**config.mk**
```make
export PLATFORM = sky130hd
export DESIGN_NAME = mult_div_unit
export DESIGN_NICKNAME = d
export VERILOG_FILES = /design/src/rtl/mult_div_pkg.sv /design/src/rtl/md_shift_core.sv /design/src/rtl/mult_div_unit.sv
export SDC_FILE = /design/constraint.sdc
export NUM_CORES = 1
export LEC_CHECK = 0
export CAP_MARGIN = 15
export CORE_AREA = 10 10 207 131
export CTS_CLUSTER_DIAMETER = 80
export DETAILED_ROUTE_END_ITERATION = 8
export DIE_AREA = 0 0 217 141
export HOLD_SLACK_MARGIN = 0.05
export PLACE_DENSITY = 0.81
export SLEW_MARGIN = 15
export SYNTH_ARGS = -nofsm -noshare
export SYNTH_HDL_FRONTEND = slang
export SYNTH_HIERARCHICAL = 1
export SYNTH_SLANG_ARGS = --single-unit
```
**constraint.sdc**
```tcl
create_clock -name clk -period 5.5 [get_ports clk]
set_clock_uncertainty 0.05 [all_clocks]
set_input_delay 0.825 -clock clk [delete_from_list [all_inputs] [get_ports clk]]
set_output_delay 0.825 -clock clk [all_outputs]
set_load 0.1 [all_outputs]
```
**src/rtl/mult_div_pkg.sv**
```systemverilog
// Shared definitions for the sequential multiply/divide unit: FSM state
// encoding, default operand width and the iteration-counter width rule.
package mult_div_pkg;

  localparam int WIDTH_DEF = 32;

  typedef enum logic [2:0] {
    S_IDLE  = 3'd0,
    S_MRUN  = 3'd1,
    S_DRUN  = 3'd2,
    S_DONE  = 3'd3,
    S_DZERO = 3'd4,
    S_REARM = 3'd5
  } state_e;

  // The counter must be able to hold the value WIDTH itself, not just WIDTH-1.
  function automatic int cnt_width(input int w);
    return $clog2(w) + 1;
  endfunction

endpackage

```
**src/rtl/md_shift_core.sv**
```systemverilog
// Shared iteration engine: 2W-bit accumulator/shift register, W+1-bit
// adder/subtractor and iteration counter used by both multiply and divide.
module md_shift_core
  import mult_div_pkg::*;
#(
  parameter int WIDTH = WIDTH_DEF,
  parameter int CNT_W = cnt_width(WIDTH)
) (
  input  logic               clk,
  input  logic               reset,
  input  logic               load_i,
  input  logic               step_i,
  input  logic               div_i,
  input  logic [WIDTH-1:0]   init_lo_i,
  input  logic [WIDTH-1:0]   opnd_i,
  output logic [2*WIDTH-1:0] acc_o,
  output logic               done_o
);

  logic [2*WIDTH-1:0] acc_q, acc_d;
  logic [CNT_W-1:0]   cnt_q, cnt_d;
  logic [WIDTH:0]     lhs, rhs, sum;

  always_comb begin
    // Divide looks at the remainder already shifted left by one (W+1 bits);
    // multiply adds the multiplicand into the upper half when the LSB is set.
    lhs = div_i ? acc_q[2*WIDTH-1:WIDTH-1] : {1'b0, acc_q[2*WIDTH-1:WIDTH]};
    rhs = (div_i || acc_q[0]) ? {1'b0, opnd_i} : '0;
    sum = lhs + (div_i ? ~rhs : rhs) + {{WIDTH{1'b0}}, div_i};

    acc_d = acc_q;
    cnt_d = cnt_q;
    if (load_i) begin
      acc_d = {{WIDTH{1'b0}}, init_lo_i};
      cnt_d = '0;
    end else if (step_i) begin
      cnt_d = cnt_q + CNT_W'(1);
      if (div_i) begin
        acc_d = sum[WIDTH] ? {acc_q[2*WIDTH-2:0], 1'b0}
                           : {sum[WIDTH-1:0], acc_q[WIDTH-2:0], 1'b1};
      end else begin
        acc_d = {sum, acc_q[WIDTH-1:1]};
      end
    end
  end

  always_ff @(posedge clk or negedge reset) begin
    if (!reset) begin
      cnt_q <= '0;
    end else begin
      cnt_q <= cnt_d;
    end
  end

  always_ff @(posedge clk) begin
    acc_q <= acc_d;
  end

  assign acc_o  = acc_q;
  assign done_o = (cnt_q == CNT_W'(WIDTH));

endmodule

```
**src/rtl/mult_div_unit.sv**
```systemverilog
// Sequential signed multiply/divide unit: one shift-add or restoring-divide
// step per cycle, results on HIRes/LORes with a one-cycle completion pulse.
module mult_div_unit
  import mult_div_pkg::*;
#(
  parameter int WIDTH = WIDTH_DEF
) (
  input  logic             clk,
  input  logic             reset,
  input  logic             MultCtrl,
  input  logic             DivCtrl,
  input  logic [WIDTH-1:0] A,
  input  logic [WIDTH-1:0] B,
  output logic             MultOut,
  output logic             DivOut,
  output logic             divZero,
  output logic             busy,
  output logic [WIDTH-1:0] HIRes,
  output logic [WIDTH-1:0] LORes
);

  function automatic logic [WIDTH-1:0] neg_w(input logic neg, input logic [WIDTH-1:0] v);
    return neg ? (~v + {{(WIDTH-1){1'b0}}, 1'b1}) : v;
  endfunction

  function automatic logic [2*WIDTH-1:0] neg_2w(input logic neg,
                                                input logic [2*WIDTH-1:0] v);
    return neg ? (~v + {{(2*WIDTH-1){1'b0}}, 1'b1}) : v;
  endfunction

  function automatic logic [WIDTH-1:0] mag(input logic signed [WIDTH-1:0] v);
    return neg_w(v[WIDTH-1], v);
  endfunction

  state_e             state_q, state_d;
  logic [WIDTH-1:0]   opnd_q;
  logic               neg_lo_q, neg_hi_q;
  logic [WIDTH-1:0]   hi_q, hi_d, lo_q, lo_d;
  logic               mult_out_q, mult_out_d;
  logic               div_out_q, div_out_d;
  logic               dz_q, dz_d;
  logic               req_any, b_zero, finish;
  logic               core_load, core_step, core_div, core_done;
  logic [WIDTH-1:0]   core_init;
  logic [2*WIDTH-1:0] core_acc, prod;

  assign req_any = MultCtrl || DivCtrl;
  assign b_zero  = (B == '0);

  md_shift_core #(
    .WIDTH (WIDTH)
  ) u_core (
    .clk       (clk),
    .reset     (reset),
    .load_i    (core_load),
    .step_i    (core_step),
    .div_i     (core_div),
    .init_lo_i (core_init),
    .opnd_i    (opnd_q),
    .acc_o     (core_acc),
    .done_o    (core_done)
  );

  always_ff @(posedge clk or negedge reset) begin
    if (!reset) begin
      state_q <= S_IDLE;
    end else begin
      state_q <= state_d;
    end
  end

  always_comb begin
    state_d = state_q;
    unique case (state_q)
      S_IDLE: begin
        if (MultCtrl) begin
          state_d = S_MRUN;
        end else if (DivCtrl) begin
          state_d = b_zero ? S_DZERO : S_DRUN;
        end
      end
      S_MRUN, S_DRUN: begin
        if (core_done) state_d = S_DONE;
      end
      // A request still held after completion must not restart the operation.
      S_DONE, S_DZERO: state_d = req_any ? S_REARM : S_IDLE;
      S_REARM: begin
        if (!req_any) state_d = S_IDLE;
      end
      default: state_d = S_IDLE;
    endcase
  end

  always_comb begin
    busy       = (state_q == S_MRUN) || (state_q == S_DRUN);
    finish     = busy && core_done;
    mult_out_d = finish && (state_q == S_MRUN);
    div_out_d  = finish && (state_q == S_DRUN);
    dz_d       = (state_q == S_DZERO);
    core_load  = (state_q == S_IDLE) && (MultCtrl || (DivCtrl && !b_zero));
    core_step  = busy && !core_done;
    core_div   = (state_q == S_DRUN);
    core_init  = MultCtrl ? mag(B) : mag(A);
    prod       = neg_2w(neg_lo_q, core_acc);
    if (state_q == S_DRUN) begin
      hi_d = neg_w(neg_hi_q, core_acc[2*WIDTH-1:WIDTH]);
      lo_d = neg_w(neg_lo_q, core_acc[WIDTH-1:0]);
    end else begin
      hi_d = prod[2*WIDTH-1:WIDTH];
      lo_d = prod[WIDTH-1:0];
    end
  end

  // Operand magnitude and sign capture; only meaningful on the IDLE exit edge.
  always_ff @(posedge clk) begin
    if (state_q == S_IDLE) begin
      opnd_q   <= MultCtrl ? mag(A) : mag(B);
      neg_lo_q <= A[WIDTH-1] ^ B[WIDTH-1];
      neg_hi_q <= MultCtrl ? (A[WIDTH-1] ^ B[WIDTH-1]) : A[WIDTH-1];
    end
  end

  always_ff @(posedge clk or negedge reset) begin
    if (!reset) begin
      mult_out_q <= 1'b0;
      div_out_q  <= 1'b0;
      dz_q       <= 1'b0;
      hi_q       <= '0;
      lo_q       <= '0;
    end else begin
      mult_out_q <= mult_out_d;
      div_out_q  <= div_out_d;
      dz_q       <= dz_d;
      if (finish) begin
        hi_q <= hi_d;
        lo_q <= lo_d;
      end
    end
  end

  assign MultOut = mult_out_q;
  assign DivOut  = div_out_q;
  assign divZero = dz_q;
  assign HIRes   = hi_q;
  assign LORes   = lo_q;

endmodule

```
==> impl_metrics.env, run 1 <==
export IMPL_drc=1
export IMPL_end_kind="flop"
export IMPL_ys_types=86
export IMPL_cts_resized=0
export IMPL_min_period_over_period_pct=90.9
export IMPL_dp_hpwl_um=34600
export IMPL_grt_pass1_vias=11600
export IMPL_slowest_stage="clkinv_1"
export IMPL_htreeDepth=4
export IMPL_hold_viol=0
export IMPL_clockRootBuffer="clkbuf_16"
export IMPL_p_int_uw=4670
export IMPL_setup_viol=0
export IMPL_ys_ff_latch=174
export IMPL_setup_tns_final_ns=0
export IMPL_grt_use_total_pct=27.8
export IMPL_grt_first_pass_wirelength_um=67500
export IMPL_final_cells=2007
export IMPL_ir_worst_vdd_mv=0.377
export IMPL_crit_arrival_ns=4.80
export IMPL_combPwrFrac_pct=60.8
export IMPL_crit_chain="clkdlybuf4s50_1 > or4_1 > nor4_2 > nand4_1 > or4_1 > a21oi_1 > nor2b_4 > nor2_1 > clkinv_1"
export IMPL_post_drt_wl_per_cell_um=22.1
export IMPL_clock_sinks=174
export IMPL_ctsLongestPathBuffers=2
export IMPL_synth_area_per_cell_sq_um=8.56
export IMPL_sequentialPowerShare_pct=27.5
export IMPL_drt_pass1_iter_count=8
export IMPL_cp_top_family="simple AND/OR/NAND/NOR gates"
export IMPL_area_delta_synth_final_pct=16.1
export IMPL_tightest_slew_ns=1.07
export IMPL_p_per_area_mw_per_mm2=661
export IMPL_violations="design-rule violations"
export IMPL_vias=12900
export IMPL_min_period_ns=5.00
export IMPL_ioPinCount=136
export IMPL_swShare_pct=55.1
export IMPL_wirelength_um=44400
export IMPL_rsz0062_at_grt="false"
export IMPL_maxSlewHeadroom_pct=28.5
export IMPL_fp_dieW_um=217
export IMPL_drive_above_1_share_pct=7.95
export IMPL_antenna_found_initial=0
export IMPL_cp_start_kind="primary input"
export IMPL_cts_tree="yes"
export IMPL_maxSlewViolCount=0
export IMPL_initial_core_util_pct=57.5
export IMPL_yosysTopAreaCell="edfxtp_1"
export IMPL_netlist_area_sq_mm=0.0136
export IMPL_fin_nets=1778
export IMPL_postCtsSetupBuffers=0
export IMPL_path_class="primary input to flop"
export IMPL_switching_power_uw=5730
export IMPL_grt_overflow_total=0
export IMPL_holdBufCountCts=0
export IMPL_vias_per_cell=6.41
export IMPL_path_buf_inv=2
export IMPL_netlist_top_cells_area="edfxtp_1, dfrtp_1, mux2i_1, o21ai_0, nand2_1"
export IMPL_dp_cells=1975
export IMPL_synth_seq_area_share_pct=33.4
export IMPL_cts_buffers=17
export IMPL_gp_congestion=0.992
export IMPL_cap_violations=0
export IMPL_fmax_mhz=200
export IMPL_cp_max_fo=32
export IMPL_hold_path_class="flop to flop"
export IMPL_critical_path_max_stage_delay_ns=0.85
export IMPL_synth_edff_count=66
export IMPL_diodes=0
export IMPL_cp_required_ns=5.30
export IMPL_rows=44
export IMPL_synthFlopType="dfrtp_1"
export IMPL_holdWs_ns=0.427
export IMPL_dieArea_sq_mm=0.0306
export IMPL_dr_first_iter_drc_count=2045
export IMPL_p_leak_uw=0.00604
export IMPL_clkLatencyLatePin_ns=0.45
export IMPL_async_flop_share_pct=43.7
export IMPL_syn_inst=1583
export IMPL_final_util_pct=66.8
export IMPL_clockPowerShare_pct=11.7
export IMPL_status="finished, violations left"
export IMPL_io_buffers=135
export IMPL_core_sq_mm=0.0236
export IMPL_critical_path_most_common_cell="or4_1"
export IMPL_yosysWarnings=6
export IMPL_die_y_um=141
export IMPL_fillers=1981
export IMPL_synth_top_area_share_pct=14.6
export IMPL_synth_nets=1689
export IMPL_cts_clk_slew_worst_paths_ns=0.07
export IMPL_drtAntennaViolNets=0
export IMPL_grt_max_degree=77
power groups by stage:
stage,clock (uW),sequential (uW),combinational (uW)
global route,1290,2920,6740
CTS,1220,2800,6200
floorplan,0,4070,3090
detailed placement,0,2820,6180
global placement,0,2790,6050
finish,1220,2860,6330
registers in the layout, summed over array words and instances (netlist names), 3 cells and up:
| signal | cells |
|---|---|
| u_core/acc_o | 64 |
| opnd_q | 32 |
| state_q | 3 |
| HIRes | 32 |
| u_core/cnt_q | 6 |
| LORes | 32 |
cells in the mapped netlist, drive strengths merged (24+ instances only):
cell / count
buf: 24
clkbuf: 63
xnor2: 51
nor3: 42
o31ai: 29
nand2: 236
ha: 37
mux2i: 111
nor2: 78
edfxtp: 66
dfxtp: 32
o21ai: 209
a21oi: 83
inv: 24
dfrtp: 76
xor2: 98
mux2: 33
logic make-up after synthesis:
family | count (synthesis) | synth area share [%]
buffers and inverters | 111 | 3.40
and+or+nand+nor | 526 | 18.9
muxes | 144 | 10.9
adders and majority gates | 38 | 3.56
AOI/OAI and AO/OA | 441 | 20.1
DFF | 174 | 33.4
xor gates and xnor gates | 149 | 9.69
layer usage:
metal	vias up	GRT usage (%)	routed length, um
li1	5987	-	-
met1	6033	43.3	20600
met2	806	36.6	17300
met3	48	7.93	5940
met4	0	5.35	579
met5	-	0	0
tightest hold or removal path, delay by kind of cell (launching register included):
family             cells  cell delay [ns]
AOI/OAI and AO/OA      1             0.06
DFF                    1             0.34
and+or+nand+nor        1             0.04
per-stage QoR:
stage | setup slack [ns] | cell area [sq um] | total power, uW
after CTS | 0.859 | 15700 | 10200
after global routing | 0.258 | 15700 | 10900
after floorplan | 0.557 | 13600 | 7160
after detailed placement | 0.622 | 15200 | 9000
after global placement | 0.738 | 15200 | 8840
final | 0.501 | 15700 | 10400
placed cells by master, fill, tap and decap left out, types with 27 or more instances in the layout:
cell type | netlist | layout
xor2_1 | 98 | 98
dfxtp_1 | 32 | 32
xnor2_1 | 50 | 50
clkdlybuf4s50_1 | 0 | 133
mux2_2 | 33 | 33
o31ai_1 | 27 | 27
nor3_1 | 39 | 36
mux2i_1 | 111 | 111
o21ai_0 | 195 | 195
edfxtp_1 | 66 | 66
dfrtp_1 | 76 | 76
nand2_1 | 234 | 233
a21oi_1 | 78 | 78
ha_1 | 37 | 37
nor2_1 | 78 | 78
final timing paths:
check	slack [ns]	endpoint	cells past startpoint	from
worst max-delay path	0.50	u_core/acc_o[28]$_DFFE_PP_	9	B[6]
worst min-delay path	0.43	LORes[28]$_DFFE_PN0N_	2	LORes[28]$_DFFE_PN0N_
worst max register to register	0.72	u_core/acc_o[57]$_SDFFE_PP0P_	14	state_q[2]$_DFFE_PN0P_
worst min register to register	0.43	LORes[28]$_DFFE_PN0N_	2	LORes[28]$_DFFE_PN0N_
max in group asynchronous	4.27	LORes[16]$_DFFE_PN0N_	1	reset
min in group asynchronous	0.48	HIRes[20]$_DFFE_PN0N_	1	reset
cell type report:
type                            count  area, sq um  area share, %
Multi-Input combinational cell   1298         8610           54.7
Sequential cell                   174         4520           28.7
Timing Repair Buffer              157         1530           9.75
Clock buffer                       19          433           2.75
Tap cell                          322          403           2.56
Clock inverter                     13          144          0.914
Inverter                           24         91.3          0.580
No activity file was read; power rests on OpenSTA's default activity.
==> run 2: changes to the inputs <==
--- a/config.mk
+++ b/config.mk
@@ -6,12 +6,14 @@
 export NUM_CORES = 1
 export LEC_CHECK = 0
 export CAP_MARGIN = 15
-export CORE_AREA = 10 10 207 131
+export CELL_PAD_IN_SITES_DETAIL_PLACEMENT = 1
+export CELL_PAD_IN_SITES_GLOBAL_PLACEMENT = 2
+export CORE_AREA = 2 2 254 156
 export CTS_CLUSTER_DIAMETER = 80
 export DETAILED_ROUTE_END_ITERATION = 8
-export DIE_AREA = 0 0 217 141
+export DIE_AREA = 0 0 256 158
 export HOLD_SLACK_MARGIN = 0.05
-export PLACE_DENSITY = 0.81
+export PLACE_DENSITY_LB_ADDON = 0.1
 export SLEW_MARGIN = 15
 export SYNTH_ARGS = -nofsm -noshare
 export SYNTH_HDL_FRONTEND = slang
==> impl_metrics.env, run 2 (synthesis results as in run 1) <==
export IMPL_setup_viol=0
export IMPL_sequentialPowerShare_pct=27.4
export IMPL_cp_start_kind="flop"
export IMPL_p_per_area_mw_per_mm2=661
export IMPL_drive_above_1_share_pct=8.07
export IMPL_fmax_mhz=198
export IMPL_tightest_slew_ns=1.01
export IMPL_fin_nets=1779
export IMPL_io_buffers=135
export IMPL_status="finished clean"
export IMPL_final_common_cell="nand2_1"
export IMPL_drc=0
export IMPL_vias=12600
export IMPL_hold_depth=2
export IMPL_p_leak_uw=0.00603
export IMPL_hold_path_class="flop to flop"
export IMPL_grt_overflow_total=0
export IMPL_antenna_found_initial=0
export IMPL_clkLatencyLatePin_ns=0.46
export IMPL_combPwrFrac_pct=61.2
export IMPL_cp_top_family="compound AO/OA/AOI/OAI gates"
export IMPL_grt_use_total_pct=25.0
export IMPL_whs_endpoint="HIRes[7]$_DFFE_PN0N_"
export IMPL_grt_pass1_vias=12100
export IMPL_cts_clk_slew_worst_paths_ns=0.07
export IMPL_holdBufCountCts=0
export IMPL_cp_required_ns=5.80
export IMPL_grt_first_pass_wirelength_um=76600
export IMPL_die_y_um=158
export IMPL_cts_resized=0
export IMPL_rsz0062_at_grt="false"
export IMPL_r2r_start="state_q[2]$_DFFE_PN0P_"
export IMPL_end_kind="flop"
export IMPL_min_period_ns=5.05
export IMPL_clock_sinks=174
export IMPL_critical_path_most_common_cell="a21oi_1"
export IMPL_rows=56
export IMPL_post_drt_wl_per_cell_um=22.9
export IMPL_initial_core_util_pct=35.4
export IMPL_final_cell_mix="nand2_1, o21ai_0, clkdlybuf4s50_1"
export IMPL_dieArea_sq_mm=0.0404
export IMPL_r2r_end="u_core/acc_o[36]$_SDFFE_PP0P_"
export IMPL_crit_arrival_ns=5.35
export IMPL_preCtsSetupSlack_ns=0.555
export IMPL_r2r_setup_slack_ns=0.45
export IMPL_switching_power_uw=5910
export IMPL_p_int_uw=4660
export IMPL_area_delta_synth_final_pct=18.0
export IMPL_largest_reg_flops=64
export IMPL_min_period_over_period_pct=91.8
export IMPL_ioPinCount=136
export IMPL_core_sq_mm=0.0383
export IMPL_cts_tree="yes"
export IMPL_path_class="flop to flop"
export IMPL_dr_first_iter_drc_count=1127
export IMPL_maxSlewViolCount=0
export IMPL_clockRootBuffer="clkbuf_16"
export IMPL_critical_path_max_stage_delay_ns=0.67
export IMPL_layout_setup_ws_ns=0.450
export IMPL_gp_congestion=0.885
export IMPL_htreeDepth=4
export IMPL_rr_worst_depth=18
export IMPL_ir_worst_vdd_mv=0.300
export IMPL_ctsLongestPathBuffers=2
export IMPL_drtAntennaViolNets=0
export IMPL_wirelength_um=50600
export IMPL_postCtsSetupBuffers=0
export IMPL_drt_pass1_iter_count=6
export IMPL_vias_per_cell=5.70
export IMPL_fp_dieW_um=256
export IMPL_cp_max_fo=58
export IMPL_crit_chain="or3b_2 > clkinv_2 > buf_12 > nor2b_2 > buf_4 > nand2_1 > o21ai_0 > ha_1 > a21oi_1 > o21ai_1 > nor2_1 > a21oi_1 > o21ai_2 > xnor2_4 > buf_4 > mux2i_1 > a21oi_1 > a21o_1"
export IMPL_holdCritStartpoint="HIRes[7]$_DFFE_PN0N_"
export IMPL_cap_violations=0
export IMPL_slowest_stage="or3b_2"
export IMPL_cts_buffers=17
export IMPL_path_buf_inv=4
export IMPL_swShare_pct=55.9
export IMPL_dp_hpwl_um=39600
export IMPL_setup_tns_final_ns=0
export IMPL_clockPowerShare_pct=11.4
export IMPL_maxSlewHeadroom_pct=32.7
export IMPL_hold_viol=0
export IMPL_grt_max_degree=113
-- run 2: cell types whose count changed in the layout (fill, tap and decap cells not counted), sizes merged --
cell / before / now
clkinvlp: 0 / 2
clkbuf: 19 / 20
buf: 24 / 26
clkinv: 5 / 3
clkdlybuf4s50: 133 / 132
bufinv: 1 / 0
diode: 0 / 4
-- run 2: stage by stage --
step	area, sq um	util, %	hold WS [ns]	std cells	total power, uW
2_1_floorplan	13600	-	0.432	1583	7160
5_1_grt	16000	41.7	0.472	2208	11200
6_report	16000	41.7	0.427	2212	10600
3_3_place_gp	15400	40.2	0.411	2176	9170
3_5_place_dp	15400	40.2	0.420	2176	9250
4_1_cts	16000	41.7	0.436	2208	10500
-- run 2: power groups by stage --
| stage | Clock (uW) | Sequential, uW | Combinational [uW] |
|---|---|---|---|
| CTS | 1240 | 2860 | 6390 |
| detailed placement | 0 | 2890 | 6360 |
| finish | 1210 | 2900 | 6470 |
| global route | 1290 | 2970 | 6940 |
| floorplan | 0 | 4070 | 3090 |
| global placement | 0 | 2870 | 6300 |
-- run 2: worst max path at each step --
stage,from,to,depth (start not counted)
after global placement,state_q[2]$_DFFE_PN0P_,u_core/acc_o[41]$_SDFFE_PP0P_,18
after detailed placement,state_q[2]$_DFFE_PN0P_,u_core/acc_o[41]$_SDFFE_PP0P_,18
after CTS,state_q[2]$_DFFE_PN0P_,u_core/acc_o[41]$_SDFFE_PP0P_,18
after floorplan,state_q[0]$_DFFE_PN0P_,u_core/acc_o[0]$_DFFE_PP_,7
final,state_q[2]$_DFFE_PN0P_,u_core/acc_o[36]$_SDFFE_PP0P_,18
after global routing,state_q[2]$_DFFE_PN0P_,u_core/acc_o[54]$_SDFFE_PP0P_,18
-- run 2: routing by layer --
metal / vias to the layer above / wire [um] / track usage, %
li1: 6013 / - / -
met1: 6231 / 27200 / 40.3
met2: 343 / 19700 / 34.1
met3: 27 / 3370 / 4.53
met4: 0 / 345 / 3.59
met5: - / 0 / 0
-- run 2: layout make-up --
type	instances	area, sq um
repair buffers	158	1540
fillers	4507	22300
diodes	4	10.0
clock buffers	20	458
flip-flops and latches	174	4520
inverters	24	91.3
well taps	522	653
multi-input cells	1298	8620
clock inverters	12	98.8
-- run 2: worst register-to-register path: stages (launching register included) --
cell and delay (ns):
dfrtp_1 0.54, or3b_2 0.67, clkinv_2 0.15, buf_12 0.26, nor2b_2 0.08, buf_4 0.24
nand2_1 0.11, o21ai_0 0.20, ha_1 0.45, a21oi_1 0.11, o21ai_1 0.43, nor2_1 0.15
a21oi_1 0.22, o21ai_2 0.12, xnor2_4 0.44, buf_4 0.28, mux2i_1 0.20, a21oi_1 0.08
a21o_1 0.16
